File: src/rtl/mod_enc_round_ctrl.sv
`default_nettype none
// ============================================================================
// Module      : mod_enc_round_ctrl
// Description : AES-256 round sequencer issuing one-hot stage strobes and
//               the AddRoundKey source / round-key index. Optional block
//               counter enabled by defining AES_CTRL_BLKCNT_EN.
// Revision    : 1.0 - initial release
// ============================================================================
module mod_enc_round_ctrl #(
  parameter int NR = 14,
  parameter int RW = 4
) (
  input  logic          clk,
  input  logic          rst,
  input  logic          in_valid,
  output logic          in_ready,
  input  logic          key_ready,
  output logic          en_sb,
  output logic          en_sr,
  output logic          en_mc,
  output logic          en_ark,
  output logic [1:0]    ark_src,
  output logic [RW-1:0] round_idx,
  output logic          busy,
  output logic          out_valid,
`ifdef AES_CTRL_BLKCNT_EN
  output logic [31:0]   blk_cnt,
`endif
  input  logic          out_ready
);

  typedef enum logic [2:0] {
    S_IDLE = 3'd0,
    S_ARK0 = 3'd1,
    S_SB   = 3'd2,
    S_SR   = 3'd3,
    S_MC   = 3'd4,
    S_ARK  = 3'd5,
    S_DONE = 3'd6
  } state_e;

  localparam logic [RW-1:0] LAST_ROUND = RW'(NR);
  localparam logic [1:0]    SRC_PT     = 2'b00;
  localparam logic [1:0]    SRC_MC     = 2'b01;
  localparam logic [1:0]    SRC_SR     = 2'b10;

  state_e        state_q, state_d;
  logic [RW-1:0] round_q, round_d;
  logic [1:0]    src_q, src_d;
  logic [RW-1:0] idx_q, idx_d;

  always_ff @(posedge clk) begin
    if (rst) begin
      state_q <= S_IDLE;
      round_q <= '0;
      src_q   <= '0;
      idx_q   <= '0;
    end else begin
      state_q <= state_d;
      round_q <= round_d;
      src_q   <= src_d;
      idx_q   <= idx_d;
    end
  end

  always_comb begin
    state_d = state_q;
    round_d = round_q;
    src_d   = src_q;
    idx_d   = idx_q;
    en_sb   = 1'b0;
    en_sr   = 1'b0;
    en_mc   = 1'b0;
    en_ark  = 1'b0;
    case (state_q)
      S_IDLE: begin
        if (in_valid && in_ready) state_d = S_ARK0;
      end
      S_ARK0: begin
        en_ark  = 1'b1;
        src_d   = SRC_PT;
        idx_d   = '0;
        round_d = RW'(1);
        state_d = S_SB;
      end
      S_SB: begin
        en_sb   = 1'b1;
        state_d = S_SR;
      end
      S_SR: begin
        en_sr   = 1'b1;
        // Final round skips MixColumns and keys straight off ShiftRows.
        state_d = (round_q == LAST_ROUND) ? S_ARK : S_MC;
      end
      S_MC: begin
        en_mc   = 1'b1;
        state_d = S_ARK;
      end
      S_ARK: begin
        en_ark = 1'b1;
        idx_d  = round_q;
        if (round_q == LAST_ROUND) begin
          src_d   = SRC_SR;
          state_d = S_DONE;
        end else begin
          src_d   = SRC_MC;
          round_d = round_q + RW'(1);
          state_d = S_SB;
        end
      end
      S_DONE: begin
        if (out_ready) state_d = S_IDLE;
      end
      default: state_d = S_IDLE;
    endcase
  end

  // Held registers pass straight through outside ARK states, so the
  // next-state values double as the qualified outputs.
  assign ark_src   = src_d;
  assign round_idx = idx_d;
  assign in_ready  = (state_q == S_IDLE) && key_ready;
  assign busy      = (state_q != S_IDLE);
  assign out_valid = (state_q == S_DONE);

`ifdef AES_CTRL_BLKCNT_EN
  logic [31:0] blk_cnt_q;

  always_ff @(posedge clk) begin
    if (rst) begin
      blk_cnt_q <= '0;
    end else if (out_valid && out_ready) begin
      blk_cnt_q <= blk_cnt_q + 32'd1;
    end
  end

  assign blk_cnt = blk_cnt_q;
`endif

endmodule
`default_nettype wire

File: config.mk
export PLATFORM = sky130hd
export DESIGN_NAME = mod_enc_round_ctrl
export DESIGN_NICKNAME = d
export VERILOG_FILES = /design/src/rtl/mod_enc_round_ctrl.sv
export SDC_FILE = /design/constraint.sdc
export NUM_CORES = 1
export LEC_CHECK = 0
export BUFFER_PORTS_ARGS = -buffer_cell sky130_fd_sc_hd__buf_4
export CAP_MARGIN = 30
export CORE_AREA = 3 3 42 44
export DETAILED_ROUTE_END_ITERATION = 6
export DIE_AREA = 0 0 45 47
export PLACE_DENSITY = 0.73
export SYNTH_ARGS = -nofsm -noshare
export SYNTH_HDL_FRONTEND = slang
export SYNTH_SLANG_ARGS = --single-unit
File: constraint.sdc
create_clock -name clk -period 1.7 [get_ports clk]
set_input_delay 0.34 -clock clk [delete_from_list [all_inputs] [get_ports clk]]
set_output_delay 0.34 -clock clk [all_outputs]
set_load 0.02 [all_outputs]
==> reports/results.ini <==
[yosys]
yosysSeqAreaShare=0.365
avgSynthCellArea_sq_um=8.39
ys_warn_count=0
synth_top_flop_cell=dfxtp_1
netlist.area_leader.share=0.365
synthTopCellsByArea=dfxtp_1 (36%), a21oi_1 (7.0%), nand2_1 (6.8%)
syn_nets=92
ys_async_sr_fraction=0
synth-edff-count=0
synth.distinct_cells=29
yosys.area.top_type=dfxtp_1
synthCells=85
synth_area_sq_um=713
ys_ff_latch=13

[job]
cap_viol_max_count=0

[worst_setup_path]
cp_data_required_time_ns=1.36
crit_fanout=12
crit_path_start_kind=flip-flop
arrival_ns=1.30
reg2reg_slack_ns=0.25
r2r_start=round_q[0]$_SDFFE_PP0P_
cp-startpoint=state_q[2]$_SDFFE_PP0P_
critPathKind=reg -> out
endpoint_kind=primary output

[finish]
antenna-diode-count=0
multi_input_area_sq_um=408
layout.area.seq_sq_um=267
drive_above_1_share=0.387
fillers=139
nets=114
final_util=0.632
areaGrowthSynthToFinish_pct=30.4
final_cell_area_sq_um=930

[route]
drcViolationCount=0
drt-wirelength-per-cell_microns=13.6
first_pass_iters=4
drtIter0Drc=8
via_per_inst=5.65
finalWirelength_microns=1660
via_count=689
drtAntennaViolNets=0

[power_and_ir_drop]
p_per_area_mw_per_mm2=687
ir_drop_uv=435
p_leak_nw=0.405

[sta]
setup_viol=0
clock_skew_ns=0.000859
period_minus_slack_ns=1.64
finalSetupTns_ns=0
finalCritPeriodShare=0.967
slew_viol_final=0
worst_hold_slack_ns=0.329
worst_pin_slew_ns=0.305
fmax_ghz=0.608
rsz0062_at_grt=false
final-hold-violation-count=0
slew_headroom=0.791

[floorplan]
coreArea_sq_mm=0.00147
io-pin-count=18
die_h_microns=47
fp.dieW_microns=45
dieArea_sq_mm=0.00212
num_rows=14
start_util=0.485

[run_status]
status=completed

[global_route]
grt_util_met1=0.191
use_met2=0.333
antenna_found_initial=0
busiest_layer=met2
grtUsageMet3=0.0268
grt_usage=0.178
grt_max_degree=14
grt_pass1_wl_microns=2720
grt_pass1_vias=651
grt_overflow=0

[cts]
cts_buffers=3
clk_path_buf_depth=2
clk_latency_ns=0.27
ctsHoldBuffers=0
cts-root-buf=clkbuf_4
cts.reportedPaths.clkPinSlew_ns=0.08
h-tree-depth=1
cts_tree=built
cts.sinks=13

[placed_design]
portBuffers=17
hpwl_microns=1150
gp_congestion=0.720
place_area_sq_um=848

[worst_hold_path]
holdCritStartpoint=rst
hold_class=in -> reg

-- final timing paths --
path / cells after the start / endpoint
worst max-delay path: 3 / in_ready
worst max register to register: 6 / round_q[0]$_SDFFE_PP0P_
worst min-delay path: 2 / round_q[0]$_SDFFE_PP0P_
worst min register to register: 2 / idx_q[1]$_SDFF_PP0_
-- kinds of logic after synthesis --
| logic type | Yosys count | synth area share |
|---|---|---|
| compound gates | 24 | 0.246 |
| fa+ha+maj | 2 | 0.0351 |
| buf+inv | 12 | 0.102 |
| flops | 13 | 0.365 |
| simple gates | 34 | 0.253 |
-- critical path: stages (launching register included) --
cell and delay [ns]:
dfxtp_2 0.38, or3_1 0.41, nor2_1 0.10, buf_4 0.14
-- cells in the final DEF (no fill, tap or decap), types with 2 or more instances in the layout --
| cell type | synthesis | routed |
|---|---|---|
| buf_4 | 0 | 24 |
| nand2_1 | 13 | 12 |
| inv_1 | 3 | 2 |
| nand3_1 | 8 | 7 |
| and3_4 | 2 | 2 |
| a21oi_1 | 10 | 10 |
| nor3b_1 | 2 | 2 |
| a211oi_1 | 4 | 4 |
| nor2_1 | 3 | 3 |
| dfxtp_1 | 13 | 10 |
| dfxtp_2 | 0 | 2 |
| clkbuf_4 | 0 | 3 |
| o21ai_0 | 2 | 2 |
-- power by group --
| group | switching, W | internal (W) | total [W] |
|---|---|---|---|
| Sequential | 0.0000112 | 0.000312 | 0.000324 |
| Combinational | 0.0000704 | 0.0000558 | 0.000126 |
| Clock | 0.0000982 | 0.0000908 | 0.000189 |
| Total | 0.000180 | 0.000459 | 0.000639 |
-- sequential cells by signal, indices dropped and copies added, names as in the netlist --
| register | cells |
|---|---|
| state_q | 3 |
| round_q | 4 |
| idx_q | 4 |
| src_q | 2 |
-- layout make-up --
type | count | area share
timing repair buffer | 25 | 0.206
tap | 16 | 0.0215
clock buffer | 4 | 0.0283
inverter | 4 | 0.0188
sequential | 13 | 0.287
multi-input combinational | 60 | 0.439
-- cells in the mapped netlist (all sizes together), types with 2 or more instances --
library cell,instances
o21ai,2
and3,2
dfxtp,13
a211oi,4
inv,4
nand2,13
a2111oi,2
a21oi,10
buf,7
ha,2
nor3b,2
nor2,3
nand3,8
-- metrics by stage --
stage / instances / total power, W / setup slack, ns
final: 122 / 0.000639 / 0.0557
after global routing: 122 / 0.000669 / 0.00313
after CTS: 121 / 0.000635 / 0.00250
after detailed placement: 116 / 0.000445 / 0.231
after global placement: 116 / 0.000443 / 0.254
after floorplan: 85 / 0.000407 / 0.100
-- timing repair --
item | CTS | global route
hold endpoints to repair | 0 | 0
resized for setup | 6 | 6
setup endpoints to repair | 7 | 5
cloned | 0 | 0
pin swaps | 2 | 1
setup buffers | 1 | 1
-- metal layers --
layer	share of wire	vias up
met2	0.54	25
met5	0	-
met3	0.058	0
met4	0	0
li1	-	343
met1	0.40	321
Note: power is estimated with default switching activity, not from simulation.
